File: config.mk
export PLATFORM = sky130hd
export DESIGN_NAME = alu_serial_flat
export DESIGN_NICKNAME = d
export VERILOG_FILES = /design/src/rtl/alu_serial_if.sv /design/src/rtl/alu_serial.sv /design/src/flat_wrapper.sv
export SDC_FILE = /design/constraint.sdc
export NUM_CORES = 1
export LEC_CHECK = 0
export CAP_MARGIN = 15
export CORE_MARGIN = 3
export CORE_UTILIZATION = 44
export DETAILED_ROUTE_END_ITERATION = 12
export GPL_TIMING_DRIVEN = 0
export HOLD_SLACK_MARGIN = 0.06
export PLACE_DENSITY_LB_ADDON = 0.08
export SLEW_MARGIN = 20
export SYNTH_ARGS = -nofsm -noshare
export SYNTH_HDL_FRONTEND = slang
export SYNTH_SLANG_ARGS = --single-unit
File: constraint.sdc
create_clock -name clk -period 1.9 [get_ports clk]
set_input_delay 0.285 -clock clk [delete_from_list [all_inputs] [get_ports clk]]
set_output_delay 0.285 -clock clk [all_outputs]
set_load 0.1 [all_outputs]
File: src/rtl/alu_serial_if.sv
// Handshake and data bundle between a requester and the bit-serial ALU sequencer.
// The master issues start/operands/control; the slave returns the result, flags and status.
interface alu_serial_if #(
    parameter int WIDTH = 32
);
    logic             start;
    logic [WIDTH-1:0] A;
    logic [WIDTH-1:0] B;
    logic [2:0]       control;
    logic             ready;
    logic             done;
    logic [WIDTH-1:0] out;
    logic             overflow;
    logic             zero;
    logic             negative;

    modport master (
        output start, A, B, control,
        input  ready, done, out, overflow, zero, negative
    );

    modport slave (
        input  start, A, B, control,
        output ready, done, out, overflow, zero, negative
    );
endinterface

File: src/rtl/alu_serial.sv
// Bit-serial ALU sequencer driving alu1 slices LSB first; define ALU_SERIAL_2BIT_EN
// to chain two slices per cycle (WIDTH must then be even).
module alu1 (
    input  logic       a,
    input  logic       b,
    input  logic       carryin,
    input  logic [2:0] control,
    output logic       out,
    output logic       carryout
);
    localparam logic [2:0] ALU_ADD = 3'd2;
    localparam logic [2:0] ALU_SUB = 3'd3;
    localparam logic [2:0] ALU_AND = 3'd4;
    localparam logic [2:0] ALU_OR  = 3'd5;
    localparam logic [2:0] ALU_NOR = 3'd6;
    localparam logic [2:0] ALU_XOR = 3'd7;

    logic b_eff;

    always_comb begin
        b_eff    = (control == ALU_SUB) ? ~b : b;
        out      = 1'b0;
        carryout = 1'b0;
        case (control)
            ALU_ADD, ALU_SUB: begin
                out      = a ^ b_eff ^ carryin;
                carryout = (a & b_eff) | (carryin & (a ^ b_eff));
            end
            ALU_AND: out = a & b;
            ALU_OR:  out = a | b;
            ALU_NOR: out = ~(a | b);
            ALU_XOR: out = a ^ b;
            default: out = 1'b0;
        endcase
    end
endmodule

module alu_serial #(
    parameter int WIDTH = 32
) (
    input logic         clk,
    input logic         reset,
    alu_serial_if.slave bus
);
    localparam logic [2:0] ALU_ADD = 3'd2;
    localparam logic [2:0] ALU_SUB = 3'd3;

`ifdef ALU_SERIAL_2BIT_EN
    localparam int STEP = 2;
`else
    localparam int STEP = 1;
`endif
    localparam int CNT_W = $clog2(WIDTH);
    localparam logic [CNT_W-1:0] LAST = CNT_W'(WIDTH / STEP - 1);

    typedef enum logic [1:0] {IDLE, RUN, DONE} state_t;

    state_t           state;
    logic [WIDTH-1:0] a_sh;
    logic [WIDTH-1:0] b_sh;
    logic [WIDTH-1:0] res_sh;
    logic [2:0]       ctrl;
    logic             carry;
    logic [CNT_W-1:0] cnt;

    logic [WIDTH-1:0] out_q;
    logic             ready_q;
    logic             done_q;
    logic             overflow_q;
    logic             zero_q;
    logic             negative_q;

    logic [STEP-1:0]  slice_out;
    logic [STEP:0]    chain;
    logic [WIDTH-1:0] res_next;
    logic             is_arith;
    logic             is_illegal;

    // Operands shift right each cycle so the slices always see the low bits;
    // the chain links slice carries, with chain[0] fed from the registered carry.
    assign chain[0] = carry;

    for (genvar i = 0; i < STEP; i++) begin : g_slice
        alu1 u_alu1 (
            .a        (a_sh[i]),
            .b        (b_sh[i]),
            .carryin  (chain[i]),
            .control  (ctrl),
            .out      (slice_out[i]),
            .carryout (chain[i+1])
        );
    end

    assign res_next   = {slice_out, res_sh[WIDTH-1:STEP]};
    assign is_arith   = (ctrl == ALU_ADD) || (ctrl == ALU_SUB);
    assign is_illegal = (ctrl == 3'd0) || (ctrl == 3'd1);

    assign bus.out      = out_q;
    assign bus.ready    = ready_q;
    assign bus.done     = done_q;
    assign bus.overflow = overflow_q;
    assign bus.zero     = zero_q;
    assign bus.negative = negative_q;

    always_ff @(posedge clk or negedge reset) begin
        if (!reset) begin
            state      <= IDLE;
            a_sh       <= '0;
            b_sh       <= '0;
            res_sh     <= '0;
            ctrl       <= '0;
            carry      <= 1'b0;
            cnt        <= '0;
            out_q      <= '0;
            ready_q    <= 1'b1;
            done_q     <= 1'b0;
            overflow_q <= 1'b0;
            zero_q     <= 1'b1;
            negative_q <= 1'b0;
        end else begin
            done_q <= 1'b0;
            case (state)
                IDLE, DONE: begin
                    ready_q <= 1'b1;
                    state   <= IDLE;
                    if (bus.start) begin
                        a_sh    <= bus.A;
                        b_sh    <= bus.B;
                        ctrl    <= bus.control;
                        carry   <= (bus.control == ALU_SUB);
                        cnt     <= '0;
                        res_sh  <= '0;
                        ready_q <= 1'b0;
                        state   <= RUN;
                    end
                end
                RUN: begin
                    a_sh   <= a_sh >> STEP;
                    b_sh   <= b_sh >> STEP;
                    res_sh <= res_next;
                    carry  <= chain[STEP];
                    cnt    <= cnt + 1'b1;
                    // Last group: publish result and flags; overflow uses MSB carry-in/out.
                    if (cnt == LAST) begin
                        state   <= DONE;
                        done_q  <= 1'b1;
                        ready_q <= 1'b1;
                        if (is_illegal) begin
                            out_q      <= '0;
                            zero_q     <= 1'b1;
                            negative_q <= 1'b0;
                            overflow_q <= 1'b0;
                        end else begin
                            out_q      <= res_next;
                            zero_q     <= (res_next == '0);
                            negative_q <= res_next[WIDTH-1];
                            overflow_q <= is_arith & (chain[STEP-1] ^ chain[STEP]);
                        end
                    end
                end
                default: state <= IDLE;
            endcase
        end
    end
endmodule

File: src/flat_wrapper.sv
// flat-port wrapper written by rule: the top's interface ports become plain ports
module alu_serial_flat 
#(
    parameter int WIDTH = 32
)
  (clk, reset, bus_start, bus_A, bus_B, bus_control, bus_ready, bus_done, bus_out, bus_overflow, bus_zero, bus_negative);
  alu_serial_if #(.WIDTH(WIDTH)) bus_i ();
  input logic clk;
  input logic reset;
  input wire logic [$bits(bus_i.start)-1:0] bus_start;
  input wire logic [$bits(bus_i.A)-1:0] bus_A;
  input wire logic [$bits(bus_i.B)-1:0] bus_B;
  input wire logic [$bits(bus_i.control)-1:0] bus_control;
  output wire logic [$bits(bus_i.ready)-1:0] bus_ready;
  output wire logic [$bits(bus_i.done)-1:0] bus_done;
  output wire logic [$bits(bus_i.out)-1:0] bus_out;
  output wire logic [$bits(bus_i.overflow)-1:0] bus_overflow;
  output wire logic [$bits(bus_i.zero)-1:0] bus_zero;
  output wire logic [$bits(bus_i.negative)-1:0] bus_negative;
  assign bus_i.start = bus_start;
  assign bus_i.A = bus_A;
  assign bus_i.B = bus_B;
  assign bus_i.control = bus_control;
  assign bus_ready = bus_i.ready;
  assign bus_done = bus_i.done;
  assign bus_out = bus_i.out;
  assign bus_overflow = bus_i.overflow;
  assign bus_zero = bus_i.zero;
  assign bus_negative = bus_i.negative;
  alu_serial #(.WIDTH(WIDTH)) u_core (.clk(clk), .reset(reset), .bus(bus_i));
endmodule
==> results of run 1 <==
cell usage after synthesis, types with 5 or more instances:
library cell,instances,share of area (%)
nand2_1,132,8.7
dfrtp_1,140,61
buf_1,6,0.39
o21ai_0,10,0.88
buf_2,12,1.1
inv_1,8,0.53
clkbuf_1,12,0.79
a22oi_1,60,7.9
nor2_1,5,0.33
nor4_1,7,0.77
a22o_1,65,10
cells by family (layout without fill, tap and decap cells):
kind of cell | count (synthesis) | after routing
buffers and inverters | 45 | 187
AO/OA/AOI/OAI | 146 | 146
adder cells (fa/ha/maj) | 5 | 5
AND/OR/NAND/NOR | 165 | 165
XOR/XNOR | 2 | 2
flip-flops | 142 | 142
where the power goes:
part           leakage [nW]  switching, mW  internal [mW]  total [mW]
Clock                 0.314           1.22           2.36        3.59
Sequential             1.84          0.785           4.13        4.92
Combinational          1.45           2.70           1.60        4.30
through the flow:
| step | instance area (um2) | TNS [ns] | instances | hold WS [ns] | power [mW] |
|---|---|---|---|---|---|
| after floorplan | 5710 | 0 | 505 | -0.0106 | 8.03 |
| after global placement | 6980 | -703.62 | 779 | 0.457 | 9.09 |
| after detailed placement | 7010 | -4.54 | 780 | 0.247 | 9.28 |
| after CTS | 7700 | 0 | 813 | 0.404 | 12.9 |
| after global routing | 7620 | 0 | 815 | 0.425 | 13.7 |
| final | 7620 | 0 | 815 | 0.406 | 12.8 |
state kept, by name (all words and copies together), names as in the netlist:
signal and flops:
u_core.bus.overflow 1, u_core.ctrl 3, u_core.bus.ready 1, u_core.state 2, u_core.a_sh 32, u_core.b_sh 32
u_core.bus.done 1, u_core.bus.zero 1, u_core.bus.out 32, u_core.res_sh 31, u_core.cnt 5, u_core.carry 1
worst max-delay path by stage:
stage | from | to | slack, ns | cells past startpoint
4_1_cts | u_core.bus.out[8]$_DFFE_PN0P_ | bus_out[8] | 0.0009 | 1
6_report | u_core.bus.out[24]$_DFFE_PN0P_ | bus_out[24] | 0.03 | 1
3_3_place_gp | reset | u_core.b_sh[13]$_DFFE_PN0P_ | -4.96 | 1
3_5_place_dp | bus_start | u_core.b_sh[23]$_DFFE_PN0P_ | -0.15 | 8
5_1_grt | u_core.bus.out[24]$_DFFE_PN0P_ | bus_out[24] | 0.005 | 1
2_1_floorplan | u_core.ctrl[2]$_DFFE_PN0P_ | u_core.bus.zero$_DFFE_PN1P_ | 0.18 | 6
timing repair:
item	4_1_cts	5_1_grt
endpoints found under the setup margin	38	55
gates resized for setup	86	32
gates cloned	0	0
pin swaps	0	2
hold buffers	1	0
endpoints found under the hold margin	59	0
setup buffers	0	2
layer usage:
layer	share of wire [%]	wire length, um	vias up	global-route usage (%)
met1	44	5630	2177	25.1
met4	1.3	162	0	6.73
met3	5.1	656	14	5.00
met5	0	0	-	0
li1	-	-	2076	-
met2	50	6450	106	30.0
cell type report:
cell class | instances | share of cell area [%]
clock inverter | 10 | 2.07
timing repair buffer | 110 | 13.3
sequential | 142 | 46.7
multi-input combinational | 318 | 25.7
inverter | 8 | 0.394
tap | 168 | 2.76
clock buffer | 22 | 6.48
buffer | 37 | 2.58
==> results.md, run 1 <==
* EDFF count, synth at 0
* Setup ws final at around 0.034 ns
* Sequential cell area at roughly 0.0036 mm2
* Clk_lat worst skew at slightly above 0.4 ns
* Port Buffers at approximately 110
* Final design utilization at about three fifths
* H-Tree Depth at 4
* Share of cells above drive strength 1 at 15.8%
* Setup Viol. Count Final at 0
* Initial antenna violation count at 0
* Kind of critical path: reg -> out
* Register bit total from synthesis at about 140
* Post-synthesis cell count at about 510
* Hold WC Path Type: in -> async
* Die Ht at between 100 and 150 um
* Min Tclk post-route at between 1.5 and 2 ns
* RR Startpoint: u_core.ctrl[2]$_DFFE_PN0P_
* Worst Path Arrival at 1.58 ns
* Worst path required time at 1.62 ns
* Nets at between 700 and 800
* Worst rel slew slack at between 30% and 40%
* Detailed Route Iter0 Violations at between 200 and 300
* Max-cap violations at 0
* Critical path buffers and inverters at 1
* DRC errors left at 0
* Ys async rst share at 100%
* Final hold violations at 0
* Synth Area in Simple Gates at between 10% and 20%
* Vias in the first global route at between 4000 and 5000
* Yosys synthesis warning count at 0
* Commonest cells after routing, fill and taps aside: 139 x dfrtp_1, 131 x nand2_1, 68 x clkdlybuf4s50_1
* CTS tree: done
* Startpoint types: register
* Top FF cell, synth: dfrtp_1
* Multiplexer share of the synthesized area at 0%
* Commonest non-fill, non-tap cell in the layout: dfrtp_1
* RSZ-0062 raised after global routing: false
* Syn nets at between 500 and 600
* Cell Area, Synth at between 0.005 and 0.006 mm2
* Final Max Tran Viols at 0
* Core Area at 0.0124 mm2
* Syn_area_per_cell at ~11 um2
* Io pins at roughly 110
* Worst R2R Path Depth at 6
* Via count at 4373
* Crit-path max FO at 2
* Post-Synth Adder-Cell Area at around 1.2%
* Worst vdd ir at between 0.6 and 0.7 mV
* Total wire length at approximately 13000 um
* Synth Area in Compound Gates at 20.2%
* XOR/XNOR Fraction of Synth Area at less than 1%
* Die area at 0.0144 mm2
* Detail Placement HPWL at roughly 8900 um
* Multi-input gate area at between 0.0015 and 0.002 mm2
* Total gr overflow at 0
* Largest family of logic cells by synthesized area: compound AO/OA/AOI/OAI gates
* R2R Setup Slk at 0.07 ns
* Cell variety after synth at 35
* # clock sinks at between 100 and 150
* CP max-delay cell: clkdlybuf4s15_1
* Endpoint class of the critical path: primary output
* Fill count at ~1100
* CTS Buf Count at 17
* Max Fclk at around 0.54 GHz
* CP Cell Sequence: clkdlybuf4s15_1
* Final Skew at approximately 0.0068 ns
* Pre-CTS WS at -0.152 ns
* Fin crit share at 98.2%
* Leakage at between 3 and 4 nW
* Clk buf depth at 2
* Worst path max stage delay at slightly above 0.8 ns
* First-pass GRT wire length at about 22000 um
* Largest net degree at the start of global routing at 84
* Family with the most delay on the worst path: buffers and inverters
* Via density at around 5.4
* Routability cong. at 0.780
* Status: finished, final reports clean
* Pwr per Cell Area at roughly 1700 mW/mm2
* Number of diodes at 0
* Cell row count at 40
* Wire length per cell at 15.8 um
* Pre-Repair DR Iteration Count at 5
* Post-detailed-route count of antenna-violating nets at 0
* Area growth, synth to finish at 33.5%
* Worst slew pin tran at 0.957 ns
* Clock Pin Slew Worst Setup and Hold Paths at ~0.060 ns
* Sequential element share of the synthesized area at between 60 and 70%
* Die Span X at 120 um
* FF-to-FF End: u_core.bus.zero$_DFFE_PN1P_
* Initial Utilization at 46.2%
* GRT Overall Usage at 18.9%
* CTS root buffer: clkbuf_16
Power figures use the tool's default switching activity.
==> run 2: changes to the inputs <==
--- a/config.mk
+++ b/config.mk
@@ -6,12 +6,15 @@
 export NUM_CORES = 1
 export LEC_CHECK = 0
 export CAP_MARGIN = 15
+export CELL_PAD_IN_SITES_DETAIL_PLACEMENT = 0
+export CELL_PAD_IN_SITES_GLOBAL_PLACEMENT = 1
 export CORE_MARGIN = 3
-export CORE_UTILIZATION = 44
+export CORE_UTILIZATION = 41
 export DETAILED_ROUTE_END_ITERATION = 12
 export GPL_TIMING_DRIVEN = 0
 export HOLD_SLACK_MARGIN = 0.06
 export PLACE_DENSITY_LB_ADDON = 0.08
+export REMOVE_ABC_BUFFERS = 1
 export SLEW_MARGIN = 20
 export SYNTH_ARGS = -nofsm -noshare
 export SYNTH_HDL_FRONTEND = slang
==> results.md, run 2 (synthesis results as in run 1) <==
* Crit-path max FO at 1
* Total wire length at 13800 um
* RR Startpoint: u_core.ctrl[2]$_DFFE_PN0P_
* Largest net degree at the start of global routing at between 70 and 80
* Fill count at around 1200
* Die Ht at about 120 um
* Detail Placement HPWL at ~8000 um
* CTS root buffer: clkbuf_16
* Clk pwr share at a little over a quarter
* FF-to-FF End: u_core.bus.zero$_DFFE_PN1P_
* CP max-delay cell: clkdlybuf4s15_1
* Core Area at roughly 0.013 mm2
* Post-detailed-route count of antenna-violating nets at 0
* CTS tree: done
* Hold Slack at 0.405 ns
* DRC errors left at 0
* Worst R2R Path Depth at 6
* Cell internal pwr at 8.17 mW
* Setup Viol. Count Final at 0
* Seq pwr share at 38.0%
* Endpoint class of the critical path: primary output
* Worst Path Arrival at approximately 1.6 ns
* Clk_lat worst skew at between 0.4 and 0.5 ns
* DP Cell Count at between 700 and 800
* # clock sinks at between 100 and 150
* First-pass GRT wire length at around 22000 um
* Area growth, synth to finish at 36.6%
* Pwr per Cell Area at roughly 1700 mW/mm2
* Nets at 691
* Post-route non-filler standard cell count at around 810
* GRT Overall Usage at between 10% and 20%
* Share of cells above drive strength 1 at about 16%
* Routability cong. at 0.784
* Worst slew pin tran at about 0.94 ns
* Critical path buffers and inverters at 1
* Cell row count at between 40 and 50
* Initial Utilization at a little over two fifths
* Commonest cells after routing, fill and taps aside: 138 x dfrtp_1, 131 x nand2_1, 68 x clkdlybuf4s50_1
* Min Tclk post-route at between 1.5 and 2 ns
* Worst rel slew slack at a little under two fifths
* Final Skew at around 0.008 ns
* Comb power frac at around a third
* Worst path max stage delay at about 0.8 ns
* Port Buffers at 106
* Detailed Route Iter0 Violations at 308
* Worst vdd ir at ~0.69 mV
* Via density at around 5.4
* Final hold violations at 0
* Max Fclk at approximately 0.54 GHz
* Max-cap violations at 0
* R2R Setup Slk at approximately 0.090 ns
* Switching Fraction at 37.0%
* Clk buf depth at 2
* Via count at roughly 4300
* CP Cell Sequence: clkdlybuf4s15_1
* Kind of critical path: reg -> out
* Leakage at roughly 3.6 nW
* Fin crit share at between 90 and 100%
* Clock Pin Slew Worst Setup and Hold Paths at around 0.06 ns
* Die area at ~0.015 mm2
* Startpoint types: register
* Die Span X at 124 um
* Worst path required time at about 1.6 ns
* Final Max Tran Viols at 0
* Initial antenna violation count at 0
* Total gr overflow at 0
* Io pins at 107
* H-Tree Depth at 4
* Pre-Repair DR Iteration Count at 6
* CTS Buf Count at 17
* Number of diodes at 0
* Hold WC Path Type: in -> async
* Commonest non-fill, non-tap cell in the layout: dfrtp_1
* Sw power at between 4 and 5 mW
* Wire length per cell at approximately 17 um
* Status: finished, final reports clean
* Vias in the first global route at around 4300
* Family with the most delay on the worst path: buffers and inverters
==> run 2: cell types whose count changed in the layout (fill, tap and decap cells not counted), moves of 4 or more <==
| cell | change |
|---|---|
| buf_1 | -6 |
| clkbuf_2 | -13 |
| buf_2 | -10 |
| buf_16 | +4 |
| clkdlybuf4s15_2 | +14 |
| clkbuf_1 | -8 |
==> run 2: how the worst max path moves through the flow <==
stage	start	end	slack (ns)	cells after the start
floorplan	u_core.state[0]$_DFFE_PN0P_	u_core.cnt[2]$_DFFE_PN0P_	-2.48	4
global placement	bus_start	u_core.cnt[2]$_DFFE_PN0P_	-5.40	5
detailed placement	u_core.state[0]$_DFFE_PN0P_	u_core.bus.out[24]$_DFFE_PN0P_	-1.09	4
CTS	u_core.bus.out[4]$_DFFE_PN0P_	bus_out[4]	0.0001	1
global route	u_core.ctrl[2]$_DFFE_PN0P_	u_core.res_sh[31]$_DFFE_PN0P_	-0.007	6
finish	u_core.bus.done$_DFF_PN0_	bus_done	0.06	1
==> run 2: cell type report <==
type / instances / area [um2] / share of cell area [%]
clock inverter: 9 / 159 / 2.04
multi-input combinational: 324 / 2050 / 26.3
inverter: 8 / 30.0 / 0.385
timing repair buffer: 123 / 1320 / 16.9
tap: 176 / 220 / 2.82
clock buffer: 23 / 468 / 6.00
sequential: 142 / 3560 / 45.6
==> run 2: per-stage QoR <==
stage	power [mW]	setup WS [ns]	cell area (um2)	util, %	setup TNS [ns]
2_1_floorplan	7.89	-2.48	5520	-	-291.63
3_3_place_gp	9.02	-5.40	6800	50.5	-1358.86
3_5_place_dp	9.35	-1.09	7000	52.0	-64.22
4_1_cts	13.0	0.000113	7780	57.9	0
5_1_grt	13.8	-0.00715	7800	58.0	-0.00715
6_report	13.0	0.0646	7800	58.0	0
==> run 2: metal layers <==
layer / global-route usage, % / wire length, um
met1: 24.7 / 6100
met2: 28.6 / 6590
met4: 7.60 / 270
met5: 0 / 0
met3: 5.36 / 797
==> run 2: what timing repair did <==
item	in CTS	in global routing
gates resized for setup	104	15
endpoints found under the setup margin	172	61
cloned	4	2
pin swaps	3	2
hold buffers	1	0
setup buffers	7	2
hold endpoints to repair	67	0
==> run 2: power by group through the flow <==
| stage | clock network (mW) | logic, mW | registers, mW |
|---|---|---|---|
| floorplan | 0 | 2.22 | 5.67 |
| global placement | 0 | 4.11 | 4.91 |
| detailed placement | 0 | 4.41 | 4.94 |
| CTS | 3.59 | 4.51 | 4.93 |
| global route | 3.70 | 4.99 | 5.08 |
| finish | 3.51 | 4.53 | 4.94 |
==> run 3: changes to the inputs <==
--- a/config.mk
+++ b/config.mk
@@ -8,12 +8,13 @@
 export CAP_MARGIN = 15
 export CELL_PAD_IN_SITES_DETAIL_PLACEMENT = 0
 export CELL_PAD_IN_SITES_GLOBAL_PLACEMENT = 1
+export CORE_ASPECT_RATIO = 1.4
 export CORE_MARGIN = 3
 export CORE_UTILIZATION = 41
 export DETAILED_ROUTE_END_ITERATION = 12
 export GPL_TIMING_DRIVEN = 0
 export HOLD_SLACK_MARGIN = 0.06
-export PLACE_DENSITY_LB_ADDON = 0.08
+export PLACE_DENSITY = 0.81
 export REMOVE_ABC_BUFFERS = 1
 export SLEW_MARGIN = 20
 export SYNTH_ARGS = -nofsm -noshare
==> results.md, run 3 (synthesis results as in run 1) <==
* Clk pwr share at a little over a quarter
* Detailed Route Iter0 Violations at 269
* Wire length per cell at ~17 um
* Critical path buffers and inverters at 1
* Area after DPL at 0.00701 mm2
* Worst vdd ir at 0.661 mV
* Clk_lat worst skew at 0.41 ns
* DRC errors left at 0
* H-Tree Depth at 4
* Leakage at about 3.6 nW
* Port Buffers at between 100 and 150
* Initial antenna violation count at 0
* Post-route cell area at 0.00775 mm2
* Worst slew pin tran at 0.946 ns
* Io pins at 107
* Vias in the first global route at between 4000 and 5000
* Hold WC Path Type: in -> async
* Total wire length at 13800 um
* Commonest cells after routing, fill and taps aside: 138 x dfrtp_1, 131 x nand2_1, 68 x clkdlybuf4s50_1
* First-pass GRT wire length at around 22000 um
* Max-cap violations at 0
* Number of diodes at 0
* Kind of critical path: reg -> out
* Die Ht at 146 um
* Final hold violations at 0
* GRT Overall Usage at about 18%
* Switching Fraction at between 30% and 40%
* Nets at 692
* Die area at around 0.015 mm2
* Cell internal pwr at approximately 8.0 mW
* CTS root buffer: clkbuf_16
* Worst rel slew slack at 37.2%
* Comb power frac at a little over a third
* Cell row count at 50
* Initial Utilization at between 40% and 50%
* Commonest non-fill, non-tap cell in the layout: dfrtp_1
* Power consumption at about 13 mW
* Seq pwr share at 38.0%
* Setup ws final at approximately 0.046 ns
* Fin crit share at between 90% and 100%
* Largest net degree at the start of global routing at 79
* Crit-path max FO at 2
* Post-detailed-route count of antenna-violating nets at 0
* Clock Pin Slew Worst Setup and Hold Paths at approximately 0.060 ns
* Core Area at 0.0135 mm2
* Startpoint types: register
* Worst Path Arrival at approximately 1.6 ns
* Routability cong. at around 0.74
* Worst path required time at around 1.6 ns
* Via density at about 5.4
* Total negative slack at 0 ns
* Status: finished, final reports clean
* Clk buf depth at 2
* Max Fclk at between 0.5 and 0.6 GHz
* CTS Buf Count at 17
* CP max-delay cell: clkdlybuf4s15_1
* Final Skew at between 0.006 and 0.007 ns
* Pre-Repair DR Iteration Count at 5
* CTS tree: done
* Sw power at 4.96 mW
* Total gr overflow at 0
* R2R Setup Slk at 0.05 ns
* Family with the most delay on the worst path: buffers and inverters
* Pre-CTS WS at -1.06 ns
* Endpoint class of the critical path: primary output
* Area growth, synth to finish at 35.6%
* Final Max Tran Viols at 0
* Share of cells above drive strength 1 at roughly 16%
* # clock sinks at 142
* Pwr per Cell Area at between 1500 and 2000 mW/mm2
* Via count at about 4400
* Worst path max stage delay at ~0.82 ns
* Setup Viol. Count Final at 0
* Min Tclk post-route at roughly 1.9 ns
* CP Cell Sequence: clkdlybuf4s15_1
* Die Span X at between 100 and 150 um
* Detail Placement HPWL at a little over 8000 um
[run 3: changes by cell type in the layout (fill, tap and decap cells not counted), sizes merged]
cell / delta
buf: +1
bufinv: -1
clkbuf: +6
clkdlybuf4s15: -11
clkinv: +3
clkinvlp: -1
inv: +4
[run 3: worst paths after layout]
path | from | endpoint | cells after the start
setup / recovery | u_core.bus.out[10]$_DFFE_PN0P_ | bus_out[10] | 1
hold / removal | reset | u_core.bus.out[27]$_DFFE_PN0P_ | 2
setup reg to reg | u_core.ctrl[2]$_DFFE_PN0P_ | u_core.bus.zero$_DFFE_PN1P_ | 6
hold reg to reg | u_core.b_sh[6]$_DFFE_PN0P_ | u_core.b_sh[6]$_DFFE_PN0P_ | 2
max in group asynchronous | reset | u_core.b_sh[6]$_DFFE_PN0P_ | 3
min in group clk | bus_A[28] | u_core.a_sh[28]$_DFFE_PN0P_ | 3
[run 3: area by class of cell]
cell class	instances	area, um2
Timing Repair Buffer	124	1260
Clock inverter	14	184
Multi-Input combinational cell	324	2050
Fill cell	1167	5770
Clock buffer	18	439
Sequential cell	142	3560
Tap cell	182	228
Inverter	8	30.0
[run 3: power by group through the flow]
stage	combinational [mW]	clock [mW]	sequential (mW)
after detailed placement	4.45	0	4.94
after global routing	4.99	3.69	5.08
after global placement	4.10	0	4.89
after floorplan	2.22	0	5.67
after CTS	4.51	3.56	4.93
final	4.56	3.49	4.94
[run 3: metal layers]
metal	part of all wire (%)	track usage, %	up-vias	wire length, um
li1	-	-	2048	-
met2	52	30.5	108	7160
met4	0.99	5.38	0	137
met1	42	22.1	2222	5850
met3	4.6	3.82	9	634
met5	0	0	-	0
[run 3: stage by stage]
stage	hold slack, ns	util, %	cells
finish	0.421	57.3	812
global route	0.459	57.3	812
CTS	0.424	57.4	804
detailed placement	0.267	51.9	763
global placement	0.459	50.4	756
floorplan	-0.0106	-	468
[run 3: repair_timing]
item / 4_1_cts / 5_1_grt
gates resized for setup: 93 / 26
hold endpoints to repair: 62 / 0
pin swaps: 3 / 4
setup endpoints to repair: 138 / 102
gates cloned: 5 / 1
buffers inserted: 3 / 7
hold buffers: 1 / 0
